==> src/rtl/runner_world.sv <==
// Endless-runner game core: a scrolling obstacle field, a jumping runner and collision detection.
// Define RUNNER_SCORE_EN to build the cleared-obstacle score counter; otherwise score is tied to zero.
module runner_world #(
  parameter int          COLS  = 80,
  parameter int          OBS_W = 2,
  parameter int          H_W   = 7,
  parameter int          RATE  = 750000,
  parameter int          HOLD  = 15,
  parameter logic [15:0] SEED  = 16'hACE1
) (
  input  logic                    clk,
  input  logic                    resetn,
  input  logic                    go,
  input  logic                    stop,
  input  logic                    jump,
  output logic [1:0]              state,
  output logic                    tick,
  output logic [COLS*OBS_W-1:0]   cols,
  output logic [H_W-1:0]          runner_h,
  output logic                    collide,
  output logic [15:0]             score
);

  localparam int DIV_W  = $clog2(RATE);
  localparam int RISE_W = (HOLD > 0) ? $clog2(HOLD + 1) : 1;
  localparam int CMP_W  = (OBS_W > H_W) ? OBS_W : H_W;

  typedef enum logic [1:0] {
    S_IDLE = 2'd0,
    S_RUN  = 2'd1,
    S_OVER = 2'd2
  } state_t;

  state_t                  state_q, state_nx;
  logic [DIV_W-1:0]        div_q;
  logic                    tick_q, collide_q;
  logic [COLS*OBS_W-1:0]   cols_q, cols_nx;
  logic [H_W-1:0]          h_q, h_nx;
  logic [RISE_W-1:0]       rise_q, rise_nx;
  logic                    jump_req_q;
  logic [15:0]             lfsr_q, lfsr_nx;
  logic [1:0]              gap_q, gap_nx;
  logic [OBS_W-1:0]        new_col;
  logic [CMP_W-1:0]        top_ext, h_ext;
  logic                    tick_now, hit, clr;

  assign tick_now = (state_q == S_RUN) && (div_q == '0);

  // Obstacle generation uses the LFSR value held before this tick's step.
  always_comb begin
    new_col = '0;
    gap_nx  = gap_q;
    if (gap_q != 2'd0) begin
      gap_nx = gap_q - 2'd1;
    end else if (lfsr_q[7:5] == 3'd0) begin
      new_col = lfsr_q[OBS_W-1:0];
      if (new_col != '0) gap_nx = 2'd2;
    end
    lfsr_nx = {lfsr_q[14:0], lfsr_q[15] ^ lfsr_q[13] ^ lfsr_q[12] ^ lfsr_q[10]};
    cols_nx = {cols_q[(COLS-1)*OBS_W-1:0], new_col};
  end

  always_comb begin
    rise_nx = rise_q;
    h_nx    = h_q;
    if ((jump_req_q || jump) && (h_q == '0)) begin
      rise_nx = RISE_W'(HOLD);
      h_nx    = {{(H_W-1){1'b0}}, 1'b1};
    end else if (rise_q != '0) begin
      rise_nx = rise_q - 1'b1;
      h_nx    = (h_q == '1) ? h_q : h_q + 1'b1;
    end else if (h_q != '0) begin
      h_nx    = h_q - 1'b1;
    end
  end

  // Collision is judged on the post-shift, post-move picture.
  assign top_ext = CMP_W'(cols_nx[(COLS-1)*OBS_W +: OBS_W]);
  assign h_ext   = CMP_W'(h_nx);
  assign hit     = top_ext > h_ext;

  always_ff @(posedge clk) begin
    if (!resetn) state_q <= S_IDLE;
    else         state_q <= state_nx;
  end

  always_comb begin
    state_nx = state_q;
    case (state_q)
      S_IDLE: if (go) state_nx = S_RUN;
      S_RUN: begin
        if (stop)                 state_nx = S_IDLE;
        else if (tick_now && hit) state_nx = S_OVER;
      end
      S_OVER: if (go) state_nx = S_IDLE;
      default: state_nx = S_IDLE;
    endcase
  end

  always_comb begin
    state    = state_q;
    tick     = tick_q;
    collide  = collide_q;
    cols     = cols_q;
    runner_h = h_q;
  end

  // Any path into IDLE clears the world in the same edge.
  assign clr = (state_nx == S_IDLE);

  always_ff @(posedge clk) begin
    if (!resetn || clr) begin
      div_q      <= DIV_W'(RATE - 1);
      tick_q     <= 1'b0;
      collide_q  <= 1'b0;
      cols_q     <= '0;
      h_q        <= '0;
      rise_q     <= '0;
      jump_req_q <= 1'b0;
      lfsr_q     <= SEED;
      gap_q      <= 2'd0;
    end else begin
      tick_q    <= tick_now;
      collide_q <= tick_now && hit && (state_q == S_RUN);
      if (state_q == S_RUN) begin
        div_q <= tick_now ? DIV_W'(RATE - 1) : div_q - 1'b1;
        if (jump) jump_req_q <= 1'b1;
        if (tick_now) begin
          jump_req_q <= 1'b0;
          lfsr_q     <= lfsr_nx;
          cols_q     <= cols_nx;
          gap_q      <= gap_nx;
          rise_q     <= rise_nx;
          h_q        <= h_nx;
        end
      end
    end
  end

`ifdef RUNNER_SCORE_EN
  logic [15:0] score_q;

  always_ff @(posedge clk) begin
    if (!resetn || clr) begin
      score_q <= 16'h0000;
    end else if (tick_now && !hit && (top_ext != '0) && (score_q != 16'hFFFF)) begin
      score_q <= score_q + 16'h0001;
    end
  end

  assign score = score_q;
`else
  assign score = 16'h0000;
`endif

endmodule

==> config.mk <==
export PLATFORM = sky130hd
export DESIGN_NAME = runner_world
export DESIGN_NICKNAME = d
export VERILOG_FILES = /design/src/rtl/runner_world.sv
export SDC_FILE = /design/constraint.sdc
export NUM_CORES = 1
export LEC_CHECK = 0
export CORE_ASPECT_RATIO = 0.6
export CORE_MARGIN = 1.5
export CORE_UTILIZATION = 40
export DETAILED_ROUTE_END_ITERATION = 7
export PLACE_DENSITY_LB_ADDON = 0.15
export SLEW_MARGIN = 20
export SYNTH_ARGS = -nofsm -noshare
export SYNTH_HDL_FRONTEND = slang
export SYNTH_SLANG_ARGS = --single-unit
==> constraint.sdc <==
create_clock -name clk -period 2.7 [get_ports clk]
set_input_delay 0.405 -clock clk [delete_from_list [all_inputs] [get_ports clk]]
set_output_delay 0.405 -clock clk [all_outputs]
set_load 0.1 [all_outputs]
* Yosys cells after proc, flatten, opt, wreduce, memory -nomap -nowiden
Index checks and enable logic that the tools add are counted.
** Cells by class
- Add/subtract/negate cells :: 5
- Magnitude comparators :: 1
- Equal/unequal tests :: 3
- Mux-type cells :: 19
- Bitwise logic cells :: 3
- Reduce and logical (&&, ||, !) cells :: 24
** Operator list (count)
- 7-bit two-way mux :: 4
- 20-bit logical NOT :: 1
- 20-bit two-way mux :: 1
- 20-bit by 1-bit subtractor with 20-bit output, second input constant :: 1
- 2-bit two-way mux :: 9
- 2-bit nonzero test :: 6
- 4-bit two-way mux :: 2
- 7-bit by 1-bit adder with 7-bit output, second input constant :: 1
- 7-bit == test, second input constant :: 1
- 2-bit by 7-bit > comparator with 1-bit output :: 1
- 7-bit logical NOT :: 1
- 7-bit nonzero test :: 1
- 7-bit by 1-bit subtractor with 7-bit output, second input constant :: 1
- 2-bit one-hot mux with 3 select lines :: 1
- 1-bit logical AND :: 4
- 2-bit logical NOT :: 2
- 2-bit AND reduction :: 2
- 4-bit AND reduction :: 1
- 4-bit nonzero test :: 1
- 4-bit by 1-bit subtractor with 4-bit output, second input constant :: 1
- 3-bit logical NOT :: 1
- 3-bit AND reduction :: 1
- 1-bit XOR :: 3
- 2-bit by 1-bit == test with 1-bit output, second input constant :: 1
- other kinds (5) :: 7
** Word-level totals
- Flip-flop bits (word level) :: 214
- Input port bits :: 5
- Output and inout bits :: 187
- Logic and storage cells :: 65

* Longest topological paths before layout
- Depth in word-level cells :: 11
- Depth in mapped cells :: 15
- Depth with buffers taken out :: 14

* Worst setup path after synthesis
Ideal clock, no wire load.
- Path type :: flip-flop to flip-flop
- Start point :: reg h_q[1], in the netlist runner_h[1]
- End point :: reg state_q[0], in the netlist state[0]
- Setup time :: 0.117 ns
- Data arrival time :: 3.485 ns
- Data required time :: 2.583 ns
- Setup slack :: -0.902 ns
- Cell stages (with the launch flop) :: 15
- Buffers on the path :: 1
- Clock period less this slack :: 3.602 ns
- Cell sequence :: dfxtp_1 clkbuf_1 inv_1 ha_1 nor3b_1 and2_1 o21ai_1 o211ai_1 ha_1 nor2b_1 o21ai_0 nor3b_1 and4_1 nand4_1 and4b_1
** On the way
- Cells in the longest elaborated chain, start to end :: 9
- Elaborated cells between the ends (all ways) :: 15
- Those cells by class :: add/sub: 2; order compare: 1; eq/ne: 1; mux: 7; reduce/logical: 4
** RTL lines
- start: declaration :: RTL line 38 : logic [H_W-1:0] h_q, h_nx;
- start signal: assignment :: RTL line 134 : h_q <= h_nx;
- 7-bit by 1-bit subtractor with 7-bit output, or another cell as far along :: RTL line 73 : h_nx = h_q - 1'b1;
- 7-bit two-way mux (on tied branches) :: RTL line 72, 71
- 7-bit two-way mux :: RTL line 69 : end else if (rise_q != '0) begin
- 7-bit two-way mux (*) :: RTL line 66 : if ((jump_req_q || jump) && (h_q == '0)) begin
- 2-bit by 7-bit > comparator with 1-bit output (*) :: RTL line 80 : assign hit = top_ext > h_ext;
- 1-bit logical AND (*) :: RTL line 93 : else if (tick_now && hit) state_nx = S_OVER;
- 2-bit two-way mux (*) :: RTL line 93
- 2-bit two-way mux (*) :: RTL line 92 : if (stop) state_nx = S_IDLE;
- 2-bit one-hot mux with 3 select lines (*) :: RTL line 89 : case (state_q)
- end signal: assignment :: RTL line 84 : else state_q <= state_nx;
- end: declaration :: RTL line 34 : state_t state_q, state_nx;
Mark *: on every way between the ends. The rest lies on a longest branch, timed or not.
A chain may end at the register's enable or synchronous reset.

* Worst setup path after layout
- Start point :: reg rise_q[1]
- End point :: reg state_q[0], in the netlist state[0]
** On the way
- Cells in the longest elaborated chain, start to end :: 8
** RTL lines
- start: declaration :: RTL line 39 : logic [RISE_W-1:0] rise_q, rise_nx;
- start signal: assignment :: RTL line 133 : rise_q <= rise_nx;
- 4-bit nonzero test :: RTL line 69
- 7-bit two-way mux :: RTL line 69
- 7-bit two-way mux :: RTL line 66
- net h_ext[0] :: RTL line 44 : logic [CMP_W-1:0] top_ext, h_ext;
- 2-bit by 7-bit > comparator with 1-bit output :: RTL line 80
- 1-bit logical AND :: RTL line 93
- 2-bit two-way mux :: RTL line 93
- 2-bit two-way mux :: RTL line 92
- 2-bit one-hot mux with 3 select lines :: RTL line 89
The timed path passes the listed nets, and every way through them passes these cells.

==> impl_metrics.tcl <==
set metrics [dict create \
    hpwlAfterDp_um 13880 \
    clock_latency_ps 500 \
    vias_per_cell 4.897 \
    cp-start-kind "flip-flop" \
    ctsRootBufferMaster "clkbuf_16" \
    drt_iter0_drc 456 \
    wl_um 21310 \
    nets 1228 \
    max_freq_ghz 0.3654 \
    p_int_mw 5.001 \
    ys_types 56 \
    clock_skew_ps 16.47 \
    finalMaxSlewViolations 0 \
    cp-end-kind "flip-flop" \
    finalSetupTns_ps -36.42 \
    regArea_um2 4299 \
    p_sw_share_pct 22.54 \
    antenna_found_initial 0 \
    portBuffers 175 \
    p_clk_share_pct 47.2 \
    sequentialPowerShare_pct 49.0 \
    clock_path_buffers 3 \
    total_leakage_power_nw 4.077 \
    design_area_um2 10830 \
    hold_path_class "flip-flop to flip-flop" \
    die_x_um 189.7 \
    ios 192 \
    dr.pass1.iters 5 \
    dpl_cell_area_um2 10050 \
    peakVddDrop_uv 386.5 \
    relSlewSlack_pct 57.92 \
    ys_ff_latch 214 \
    worstPathArrival_ps 3120 \
    fin_crit_sh_pct 101.3 \
    post-place-cells 1462 \
    core_um2 20270 \
    comb_power_share_pct 3.9 \
    areaGrowthSynthToFinish_pct 29.46 \
    htreeDepth 1 \
    power.density_nw_per_um2 596.1 \
    place_congestion 0.8690 \
    drv_cap 0 \
    grt_start_max_net_pins 111 \
    synth_area_um2 8367 \
    synth_common_cells "nand2_1 (382), dfxtp_1 (214), a21oi_1 (185)" \
    synth_cells 1052 \
    routedWlPerCell_um 14.19 \
    synth_edf_count 0 \
    diodes 0 \
    yosysTopAreaCell "dfxtp_1" \
    syn_area_per_cell_um2 7.953 \
    outcome "finished with violations" \
    grt_overflow_total 0 \
    detail-route-antenna-nets 0 \
    clock-sinks 214 \
    grt_pass1_vias 6316 \
    async_flop_share_pct 0 \
    pre_cts_slack_ps -28.59 \
    drc 0 \
    final.min_clock_period_ps 2736 \
    instances_no_fill 1502 \
    num_vias 7355 \
    grt_usage_pct 18.72 \
    grt_pass1_wl_um 33650 \
    violations "negative setup slack" \
    synth.area.top_cells "dfxtp_1 (51%), nand2_1 (17%), a21oi_1 (11%), buf_2 (2.2%), buf_4 (1.5%)" \
    fin_ws_ps -36.42 \
    cts_tree "yes" \
    finalSetupViolCount 1 \
    path_clk_slew_ps 70 \
    yosysWarnings 0 \
    rsz0062_at_grt "true" \
    final_layout_size_suffix_gt1_share_pct 22.54 \
    cts_buffers 21 \
    p_sw_mw 1.456 \
    hold_ws_ps 452.8 \
    hold_viol 0 \
    cp_max_fo 4 \
    dieArea_um2 21820 \
    yosysMostFrequentCell "nand2_1" \
    synth_top_area_share_pct 51.20 \
    fp-row-count 40 \
    worst_slew_pin_slew_ps 621.4 \
    required_ps 3080 \
    die_h_um 115.0 \
    multi_input_area_um2 3747 \
    path_class "flip-flop to flip-flop" \
    ys_seq_area_share_pct 51.20 \
    total_power_mw 6.457 \
    ys.flop_type "dfxtp_1" \
    initial_utilization_pct 41.28 \
    fill_cells 1903 \
    final_util_pct 53.44 \
]
==> power by group through the flow <==
stage	logic [mW]	clock network (mW)	registers (mW)
3_3_place_gp	0.245	0	3.23
2_1_floorplan	0.199	0	3.24
5_1_grt	0.264	3.28	3.16
4_1_cts	0.246	3.14	3.16
3_5_place_dp	0.245	0	3.23
6_report	0.249	3.05	3.16
==> worst paths after layout <==
kind | startpoint | endpoint | slack (ps) | cells after the start
setup / recovery | rise_q[1]$_SDFFE_PP0P_ | state[0]$_SDFF_PN0_ | -40 | 14
hold / removal | lfsr_q[9]$_SDFFE_PP0P_ | lfsr_q[9]$_SDFFE_PP0P_ | 450 | 2
setup reg to reg | rise_q[1]$_SDFFE_PP0P_ | state[0]$_SDFF_PN0_ | -40 | 14
hold reg to reg | lfsr_q[9]$_SDFFE_PP0P_ | lfsr_q[9]$_SDFFE_PP0P_ | 450 | 2
==> registers in the layout (all words and copies together), names as in the netlist <==
signal / flops
gap_q: 2
rise_q: 4
div_q: 20
collide: 1
runner_h: 7
jump_req_q: 1
state: 2
cols: 160
tick: 1
lfsr_q: 16
==> layout by cell type (no fill, tap or decap), types with 4 or more instances in the layout <==
cell             synthesis  routed
buf_12                   0       9
dfxtp_1                214     206
and4_1                   4       4
a21oi_1                185     183
nor2_1                  31      31
nor3_1                   6       6
buf_4                   17     195
xor2_1                   6       6
clkinv_2                 0       6
nand3_1                 20      20
conb_1                   1      16
ha_1                     8       6
nand2_1                382     382
inv_1                   11       8
dfxtp_2                  0       6
nand4_1                  7       7
o21ai_0                 15      14
and3_1                   6       6
clkdlybuf4s50_1          0       4
xnor2_1                 13      13
clkbuf_16                0      21
==> logic make-up (layout without fill, tap and decap cells) <==
kind of cell    count (synthesis)  in the layout  share of synthesized area, %
other cells                     1             16                       0.04482
flops                         214            214                         51.20
xor+xnor                       19             19                         1.989
mux                             1              1                        0.1346
fa+ha+maj                       8              8                         1.196
simple gates                  490            490                         25.21
compound gates                225            225                         14.51
buf+inv                        94            256                         5.712
==> routing by layer <==
metal | global-route usage, % | share of wire [%]
met3 | 3.877 | 5.8
met2 | 25.42 | 41
met4 | 3.810 | 1.3
met5 | 0 | 0
met1 | 29.73 | 52
==> area by class of cell <==
cell class,count,share of cell area (%)
clock buffers,25,5.267
inverters,11,0.4043
multi-input cells,759,34.60
well taps,273,3.154
repair buffers,208,15.55
flip-flops and latches,214,39.69
clock inverters,12,1.340
==> worst max-delay path, cell delays in order (launching register included) <==
cell,delay [ps]
dfxtp_2,320
inv_2,60
ha_4,150
or3b_4,400
a21oi_4,140
nor2_1,70
xnor2_1,230
nand2_1,100
ha_1,280
nand2_1,80
o21ai_2,70
nor3b_2,180
and4_1,200
nand4_1,120
and4b_1,230
==> timing repair <==
action | in CTS | in global routing
setup endpoints to repair | 1 | 2
endpoints found under the hold margin | 0 | 0
gates resized for setup | 8 | 4
hold buffers | 0 | 0
setup buffers | 0 | 3
cloned | 0 | 0
pin swaps | 6 | 6
(Power assumes the default switching activity.)
